<file path="src/rtl/bit_axi_store_buffer_pkg.sv">
// Shared types and constants for the posted-write store buffer:
// FSM encodings, AXI field constants and the store-entry layout.
package bit_axi_store_buffer_pkg;

   localparam int SB_ADDR_W = 30;
   localparam int SB_STRB_W = 4;
   localparam int SB_DATA_W = 32;

   localparam logic [2:0] AXI_SIZE_WORD  = 3'b010;
   localparam logic [1:0] AXI_BURST_INCR = 2'b01;
   localparam logic [1:0] AXI_RESP_OKAY  = 2'b00;

   typedef enum logic [1:0] {
      SB_STATE_IDLE   = 2'd0,
      SB_STATE_SEND   = 2'd1,
      SB_STATE_WAIT_B = 2'd2
   } sb_state_e;

   // Word address only; the byte offset is carried by strb.
   typedef struct packed {
      logic [SB_ADDR_W-1:0] addr;
      logic [SB_STRB_W-1:0] strb;
      logic [SB_DATA_W-1:0] data;
   } sb_entry_t;

endpackage

</file>
<file path="src/rtl/bit_sb_fifo.sv">
// DEPTH-entry register FIFO of store entries. Exposes the head, the read
// pointer and every entry with its occupancy bit for the load hazard compare.
module bit_sb_fifo
   import bit_axi_store_buffer_pkg::*;
#(
   parameter int DEPTH = 4,
   parameter int PTR_W = 2
) (
   input  logic                   clk,
   input  logic                   rst,
   input  logic                   push,
   input  sb_entry_t              push_entry,
   input  logic                   pop,
   output sb_entry_t              head,
   output logic [PTR_W:0]         count,
   output logic [PTR_W-1:0]       rd_ptr,
   output logic [DEPTH-1:0]       ent_valid,
   output sb_entry_t [DEPTH-1:0]  ent
);

   logic [PTR_W-1:0] wr_ptr;

   // Push is never offered when full and pop never when empty, so a
   // simultaneous push/pop never targets the same slot.
   always_ff @(posedge clk or negedge rst) begin
      if (!rst) begin
         wr_ptr    <= '0;
         rd_ptr    <= '0;
         count     <= '0;
         ent_valid <= '0;
         ent       <= '0;
      end else begin
         if (push) begin
            ent[wr_ptr]       <= push_entry;
            ent_valid[wr_ptr] <= 1'b1;
            wr_ptr            <= wr_ptr + PTR_W'(1);
         end
         if (pop) begin
            ent_valid[rd_ptr] <= 1'b0;
            rd_ptr            <= rd_ptr + PTR_W'(1);
         end
         case ({push, pop})
            2'b10:   count <= count + (PTR_W+1)'(1);
            2'b01:   count <= count - (PTR_W+1)'(1);
            default: count <= count;
         endcase
      end
   end

   assign head = ent[rd_ptr];

endmodule

</file>
<file path="src/rtl/bit_axi_store_buffer.sv">
// Posted-write store buffer driving AXI AW/W/B, one single-beat write per
// entry in push order. Optional load forwarding under SB_LD_FWD_EN.
module bit_axi_store_buffer
   import bit_axi_store_buffer_pkg::*;
#(
   parameter int          DEPTH  = 4,
   parameter int          PTR_W  = 2,
   parameter logic [3:0]  AXI_ID = 4'b0001
) (
   input  logic              clk,
   input  logic              rst,
   input  logic              st_valid,
   output logic              st_ready,
   input  logic [31:0]       st_addr,
   input  logic [3:0]        st_strb,
   input  logic [31:0]       st_data,
   input  logic [31:0]       ld_addr,
   output logic              ld_hit,
`ifdef SB_LD_FWD_EN
   output logic              ld_fwd_valid,
   output logic [31:0]       ld_fwd_data,
`endif
   output logic              sb_empty,
   output logic [PTR_W:0]    sb_count,
   output logic              bus_err,
   output sb_state_e         state_dbg,
   output logic [3:0]        awid,
   output logic [31:0]       awaddr,
   output logic [7:0]        awlen,
   output logic [2:0]        awsize,
   output logic [1:0]        awburst,
   output logic [1:0]        awlock,
   output logic [3:0]        awcache,
   output logic [2:0]        awprot,
   output logic              awvalid,
   input  logic              awready,
   output logic [3:0]        wid,
   output logic [31:0]       wdata,
   output logic [3:0]        wstrb,
   output logic              wlast,
   output logic              wvalid,
   input  logic              wready,
   input  logic [3:0]        bid,
   input  logic [1:0]        bresp,
   input  logic              bvalid,
   output logic              bready
);

   sb_state_e              state, state_n;
   logic                   awvalid_n, wvalid_n, bready_n;
   logic                   aw_done, aw_done_n, w_done, w_done_n;
   logic                   bus_err_n;
   logic                   push, pop;
   sb_entry_t              push_entry, head;
   logic [PTR_W-1:0]       rd_ptr;
   logic [DEPTH-1:0]       ent_valid, hit_vec;
   sb_entry_t [DEPTH-1:0]  ent;
   logic                   any_hit;

   assign st_ready   = (sb_count != (PTR_W+1)'(DEPTH));
   assign push       = st_valid && st_ready && (st_strb != 4'b0000);
   assign push_entry = '{addr: st_addr[31:2], strb: st_strb, data: st_data};
   assign sb_empty   = (sb_count == '0);

   bit_sb_fifo #(
      .DEPTH (DEPTH),
      .PTR_W (PTR_W)
   ) u_fifo (
      .clk        (clk),
      .rst        (rst),
      .push       (push),
      .push_entry (push_entry),
      .pop        (pop),
      .head       (head),
      .count      (sb_count),
      .rd_ptr     (rd_ptr),
      .ent_valid  (ent_valid),
      .ent        (ent)
   );

   always_ff @(posedge clk or negedge rst) begin
      if (!rst) begin
         state   <= SB_STATE_IDLE;
         awvalid <= 1'b0;
         wvalid  <= 1'b0;
         bready  <= 1'b0;
         aw_done <= 1'b0;
         w_done  <= 1'b0;
         bus_err <= 1'b0;
      end else begin
         state   <= state_n;
         awvalid <= awvalid_n;
         wvalid  <= wvalid_n;
         bready  <= bready_n;
         aw_done <= aw_done_n;
         w_done  <= w_done_n;
         bus_err <= bus_err_n;
      end
   end

   // valid/ready: a channel transfers on any cycle where both are high; a
   // raised valid and its payload (taken from the head) hold until then.
   always_comb begin
      state_n   = state;
      awvalid_n = awvalid;
      wvalid_n  = wvalid;
      bready_n  = bready;
      aw_done_n = aw_done;
      w_done_n  = w_done;
      bus_err_n = bus_err;
      pop       = 1'b0;
      case (state)
         SB_STATE_IDLE: begin
            if (sb_count != '0) begin
               state_n   = SB_STATE_SEND;
               awvalid_n = 1'b1;
               wvalid_n  = 1'b1;
            end
         end
         SB_STATE_SEND: begin
            if (awvalid && awready) begin
               awvalid_n = 1'b0;
               aw_done_n = 1'b1;
            end
            if (wvalid && wready) begin
               wvalid_n = 1'b0;
               w_done_n = 1'b1;
            end
            if (aw_done_n && w_done_n) begin
               state_n  = SB_STATE_WAIT_B;
               bready_n = 1'b1;
            end
         end
         SB_STATE_WAIT_B: begin
            if (bvalid && bready) begin
               pop       = 1'b1;
               bready_n  = 1'b0;
               aw_done_n = 1'b0;
               w_done_n  = 1'b0;
               state_n   = SB_STATE_IDLE;
               if (bresp != AXI_RESP_OKAY) bus_err_n = 1'b1;
            end
         end
         default: state_n = SB_STATE_IDLE;
      endcase
   end

   assign state_dbg = state;

   assign awid    = AXI_ID;
   assign awaddr  = {head.addr, 2'b00};
   assign awlen   = 8'd0;
   assign awsize  = AXI_SIZE_WORD;
   assign awburst = AXI_BURST_INCR;
   assign awlock  = 2'b00;
   assign awcache = 4'b0000;
   assign awprot  = 3'b000;
   assign wid     = AXI_ID;
   assign wdata   = head.data;
   assign wstrb   = head.strb;
   assign wlast   = 1'b1;

   // The in-flight head stays occupied until its B, so it is compared too.
   always_comb begin
      hit_vec = '0;
      for (int i = 0; i < DEPTH; i++)
         hit_vec[i] = ent_valid[i] && (ent[i].addr == ld_addr[31:2]);
   end
   assign any_hit = |hit_vec;

`ifdef SB_LD_FWD_EN
   logic              fwd_found;
   sb_entry_t         fwd_entry;
   logic [PTR_W-1:0]  fwd_idx;

   // Walk from oldest to youngest; the last match wins.
   always_comb begin
      fwd_found = 1'b0;
      fwd_entry = '0;
      fwd_idx   = '0;
      for (int k = 0; k < DEPTH; k++) begin
         fwd_idx = rd_ptr + PTR_W'(k);
         if (hit_vec[fwd_idx]) begin
            fwd_found = 1'b1;
            fwd_entry = ent[fwd_idx];
         end
      end
   end

   assign ld_fwd_valid = fwd_found && (fwd_entry.strb == 4'b1111);
   assign ld_fwd_data  = fwd_entry.data;
   assign ld_hit       = any_hit && !ld_fwd_valid;

   logic unused_bits;
   assign unused_bits = ^{st_addr[1:0], ld_addr[1:0], bid};
`else
   assign ld_hit = any_hit;

   logic unused_bits;
   assign unused_bits = ^{st_addr[1:0], ld_addr[1:0], bid, rd_ptr, ent};
`endif

endmodule

</file>
<file path="config.mk">
export PLATFORM = sky130hd
export DESIGN_NAME = bit_axi_store_buffer
export DESIGN_NICKNAME = d
export VERILOG_FILES = /design/src/rtl/bit_axi_store_buffer_pkg.sv /design/src/rtl/bit_sb_fifo.sv /design/src/rtl/bit_axi_store_buffer.sv
export SDC_FILE = /design/constraint.sdc
export NUM_CORES = 1
export LEC_CHECK = 0
export CAP_MARGIN = 5
export CORE_ASPECT_RATIO = 2
export CORE_MARGIN = 1
export CORE_UTILIZATION = 36
export CTS_CLUSTER_SIZE = 16
export DETAILED_ROUTE_END_ITERATION = 8
export DONT_BUFFER_PORTS = 1
export GPL_TIMING_DRIVEN = 1
export SLEW_MARGIN = 30
export SYNTH_ARGS = -nofsm -noshare
export SYNTH_HDL_FRONTEND = slang
export SYNTH_SLANG_ARGS = --single-unit
</file>
<file path="constraint.sdc">
create_clock -name clk -period 2.1 [get_ports clk]
set_input_delay 0 -clock clk [delete_from_list [all_inputs] [get_ports clk]]
set_output_delay 0 -clock clk [all_outputs]
set_load 0.005 [all_outputs]
</file>
==> Yosys cells after proc, flatten, opt, wreduce, memory -nomap -nowiden <==
Cells that the tools add are included.
{ "totals": {"in_bits": 112, "regBits": 283, "out_inout_bits": 111, "word_cells": 107} }
{ "op_classes": {"muxes": 32, "add_sub_neg": 4, "bitwise_logic": 3, "n_lt_le_gt_ge": 4, "n_eq_ne": 14, "reduce_logical": 27} }
{ "ops": {"columns": ["operator", "n"], "rows": [
  ["bitwise mux 264 bit", 1],
  ["binary-select mux 66 bit (select 2 bit)", 1],
  ["demux 66 bit (select 2 bit)", 1],
  ["2-to-1 mux 66 bit", 2],
  ["equality test 30 bit", 4],
  ["AND reduction 3 bit", 5],
  ["2-to-1 mux 1 bit", 13],
  ["logical AND 1 bit", 12],
  ["!= test 2 bit, second input constant", 5],
  ["one-hot mux 1 bit (2 select lines)", 5],
  ["2-to-1 mux 4 bit", 2],
  ["nonzero test 2 bit", 4],
  ["< comparator 2 x 3 -> 1 bit, second input constant", 2],
  ["2-to-1 mux 2 bit", 3],
  ["one-hot mux 2 bit (3 select lines)", 1],
  ["one-hot mux 3 bit (2 select lines)", 1],
  ["adder 2 x 1 -> 2 bit, second input constant", 2],
  ["AND 4 bit", 1],
  ["demux 1 bit (select 2 bit)", 2],
  ["equality test 2 x 1 -> 1 bit, second input constant", 2],
  ["equality test 2 bit, second input constant", 2],
  ["greater-or-equal comparator 2 x 1 -> 1 bit, second input constant", 2],
  ["NOT 4 bit", 1],
  ["OR 4 bit", 1],
  ["other kinds (9)", 9]
]} }

==> Longest topological paths before layout <==
{ "depth": {"word_depth": 8, "mapped_depth": 9, "ltp_nobuf": 9} }

==> Cells and area by module <==
From an unflattened synthesis, not the netlist that was laid out.
{ "unflattened": {"cells_unflattened": 927, "hier_area_um2": 14053.5} }
{ "by_module_without_submodules": {"columns": ["module", "seq_area_each_um2", "cells_each", "area_per_inst_um2", "instances"], "rows": [
  ["bit_sb_fifo", 6881.6, 688, 12087.8, 1],
  ["bit_axi_store_buffer", 200.2, 239, 1965.6, 1]
]} }

==> Worst setup path before layout <==
Ideal clock, no wire load.
{ "synth_timing": {"kind": "register to register", "startpoint": "register u_fifo.count[0]", "endpoint": "register u_fifo.count[2]", "stages_incl_launch_ff": 10, "slack_ns": 0.187, "arrival_time_ns": 1.834, "setup_ns": 0.079, "synth_period_minus_slack_ns": 1.913, "cell_sequence": "dfrtp_1 nor2_1 a21oi_4 inv_1 ha_1 inv_1 fa_1 xor2_1 nor2_1 xor2_1"} }
{ "synth_via": {"elab_chain_cells": 5, "elab_cells_between_ends": 9, "cone_classes": "add/sub (2); eq/ne (3); mux (1); reduce/logical (3)"} }
{ "synth_rtl": {"columns": ["element", "line", "source"], "rows": [
  ["start, declared", "bit_sb_fifo.sv:15", "output logic [PTR_W:0] count,"],
  ["start signal, assigned", "bit_sb_fifo.sv:43", "2'b10: count <= count + (PTR_W+1)'(1);"],
  ["start signal, assigned", "bit_sb_fifo.sv:44", "2'b01: count <= count - (PTR_W+1)'(1);"],
  ["start signal, assigned", "bit_sb_fifo.sv:45", "default: count <= count;"],
  ["!= test 3 bit", "bit_axi_store_buffer.sv:60", "assign st_ready = (sb_count != (PTR_W+1)'(DEPTH));"],
  ["logical AND 1 bit (2 in a row)", "bit_axi_store_buffer.sv:61", "assign push = st_valid && st_ready && (st_strb != 4'b0000);"],
  ["equality test 2 x 1 -> 1 bit / equality test 2 bit (equally long branches)", "bit_sb_fifo.sv:42", "case ({push, pop})"],
  ["one-hot mux 3 bit (2 select lines) / nonzero test 2 bit (equally long branches)", null, null]
]} }
Parallel ways exist; a longest one is shown, timed or not.
A chain may end at the register's enable or synchronous reset.

==> Worst setup path after layout <==
{ "layout_timing": {"startpoint": "register u_fifo.ent[44] (netlist name)", "endpoint": "output ld_hit"} }
{ "layout_via": {"elab_chain_cells": 3} }
{ "layout_rtl": {"columns": ["element", "line", "source"], "rows": [
  ["equality test 30 bit", "bit_axi_store_buffer.sv:167", "hit_vec[i] = ent_valid[i] && (ent[i].addr == ld_addr[31:2]);"],
  ["logical AND 1 bit", "bit_axi_store_buffer.sv:167", null],
  ["OR reduction 4 bit", "bit_axi_store_buffer.sv:169", "assign any_hit = |hit_vec;"],
  ["end, declared", "bit_axi_store_buffer.sv:18", "output logic ld_hit,"]
]} }
No other way between the ends.

==> metrics <==
Final period util 97.4%; vias 7959; initial core utilization 36.7%; post-synth top area share 48.8%; clk_lat worst skew 0.56 ns; slack of the critical path 0.0550 ns; Clock transition at path regs 0.06 ns; final cell count without fillers 1560; Max Freq 489 MHz; top post-synthesis cells by area dfrtp_1 49%, mux2_4 12%, mux2_2 11%; Post-Synthesis Cells 936; final setup vio count 0; crit end category output pin; CTS tree yes; WL per Instance 24.1 um; area of the core 39600 um^2; synthesized area 14500 um^2; average cell area after synthesis 15.5 um^2; unrepaired setup endpoints after global routing true; clk root buf clkbuf_16; leakage power 0.00738 uW; worst hold margin -0.840 ns; failing checks hold timing; critical path class flop to output pin; number of synthesis warnings 0; antenna violations before repair 1; sequential fraction of the synthesis area 48.8%; Hold Path Class input pin to asynchronous set/reset pin; pwr dens 1650 nW/um^2; area grow syn2layout 16.3%; vias in the first global route 8905; critical path arrival 2.05 ns; number of synthesized flops with an enable pin 0; top_reg_cell synth dfrtp_1; Die Y 286 um; CTS Sinks 283; H-tree depth 1; via density per instance 5.10; Ports 223; leading cell types by count after synthesis 283 x dfrtp_1, 148 x mux2_2, 116 x mux2_4; overall power 27900 uW; most common cell in the netlist dfrtp_1; gr ovfl total 0; total CTS buffers 29; worst r2r dst u_fifo.count[2]; final WL 37.6 mm; hold_buf cts 73; gr usage total 18.6%; Pre-Repair DR Iteration Count 4; CP max FO 3; reg2reg start state_dbg[0]; post-synthesis cell type count 33; #FFs+latches synth 283; Max Cap Violations 0; Port-buffer cells 0; Final HPWL DP 25.9 mm; fraction of registers with async set/reset 100%; r2r worst-path depth 9; setup_tns 0 ns; first-pass GRT wire length 56.7 mm; Slew Limit Fails 0; skew final 0.0142 ns; placed cell count 1431; Startpoint Class flop; initial DRC count 277; area leader, netlist dfrtp_1; Worst slew margin 45.4%; worst vdd ir 0.890 mV; die area 41200 um^2; worst slew pin tran 0.818 ns; routability cong. 0.850; run status finished, violations left; R2R setup slack 0.20 ns; pre-CTS setup slack 0.144 ns; Die Wd 144 um; # rows 103; pin count of the biggest net entering global routing 284; post-route ant nets 0; clk buf depth 3; nets@finish 1134; fin crit period 2.05 ns; Final Hold Fails 283; Critical Path RT 2.10 ns; Remaining DRCs 0; layout cells sized above 1 42.2%
sequential cells by signal (all words and copies together), names as in the netlist:
name              flops
aw_done               1
u_fifo.wr_ptr         2
u_fifo.ent_valid      4
u_fifo.ent          264
bready                1
w_done                1
awvalid               1
wvalid                1
bus_err               1
u_fifo.rd_ptr         2
u_fifo.count          3
state_dbg             2
cell type report:
cell class,instances,area [um^2]
diodes,1,2.50
clock buffers,35,798
clock inverters,18,292
fillers,3629,22700
inverters,16,60.1
multi-input cells,582,6900
flip-flops and latches,283,7090
well taps,525,657
repair buffers,100,1100
cell families after synthesis:
| kind of cell | share of synthesized area [%] |
|---|---|
| mux | 33.8 |
| flops | 48.8 |
| xor+xnor | 7.54 |
| buf+inv | 5.41 |
| simple gates | 2.63 |
| compound gates | 0.939 |
| fa+ha+maj | 0.913 |
| other cells | 0.0517 |
how the worst max path moves through the flow:
stage	startpoint	endpoint	slack, ns	cells after the start
3_3_place_gp	u_fifo.count[0]	u_fifo.count[2]	0.17	9
3_5_place_dp	u_fifo.count[0]	u_fifo.count[2]	0.14	9
4_1_cts	u_fifo.ent[237]	ld_hit	0.003	5
6_report	u_fifo.ent[44]	ld_hit	0.06	6
5_1_grt	u_fifo.ent[56]	ld_hit	-0.06	5
2_1_floorplan	u_fifo.count[0]	u_fifo.count[2]	0.19	9
routing by layer:
| metal | vias up | routed length, um | track usage [%] |
|---|---|---|---|
| met5 | - | 0 | 0 |
| met4 | 0 | 1950 | 9.18 |
| met3 | 69 | 1900 | 3.58 |
| met2 | 214 | 20900 | 35.6 |
| met1 | 4217 | 12800 | 18.7 |
| li1 | 3459 | - | - |
metrics by stage:
| stage | utilization, % | cell area [um^2] |
|---|---|---|
| 2_1_floorplan | - | 14600 |
| 3_3_place_gp | 37.7 | 14900 |
| 3_5_place_dp | 37.7 | 14900 |
| 4_1_cts | 42.5 | 16800 |
| 5_1_grt | 42.7 | 16900 |
| 6_report | 42.7 | 16900 |
worst max-delay path, cell delays in order, from the launching register on:
cell and delay (ns):
dfrtp_1 0.39, xnor2_1 0.16, buf_4 0.17, nand4_1 0.24, nor4_2 0.25, nand4_1 0.11, nand4_1 0.17
layout by cell type, fill, tap and decap left out, types with 2 or more instances in the layout:
cell type / netlist / layout
mux4_2: 66 / 66
clkbuf_16: 0 / 29
a21oi_1: 2 / 2
xnor2_2: 0 / 13
nand2_1: 8 / 8
dfrtp_1: 283 / 281
o21ai_0: 8 / 8
clkinvlp_4: 0 / 3
nand2_4: 4 / 4
nor4_2: 0 / 4
mux2_4: 116 / 116
clkbuf_8: 0 / 5
xnor2_1: 79 / 66
clkinv_2: 0 / 5
buf_12: 12 / 13
nor4_1: 16 / 12
dlygate4sd3_1: 0 / 73
buf_4: 45 / 14
bufinv_16: 0 / 7
mux2_2: 148 / 148
nor3_1: 3 / 3
a22oi_1: 4 / 4
nor2_1: 6 / 5
ha_1: 9 / 9
conb_1: 2 / 33
xor2_1: 46 / 46
inv_1: 15 / 15
nand4_1: 26 / 26
dfrtp_4: 0 / 2
what timing repair did:
action,4_1_cts,5_1_grt
pin swaps,1,9
buffers inserted,2,0
gates resized for setup,9,9
endpoints found under the setup margin,44,2
endpoints found under the hold margin,557,283
gates cloned,0,0
report_power, final:
group          total, uW  switching, uW  internal (uW)
clock               5870           2290           3580
sequential         10400           2170           8270
combinational      11600           4740           6880
total              27900           9200          18700
No activity file was read; power rests on OpenSTA's default activity.
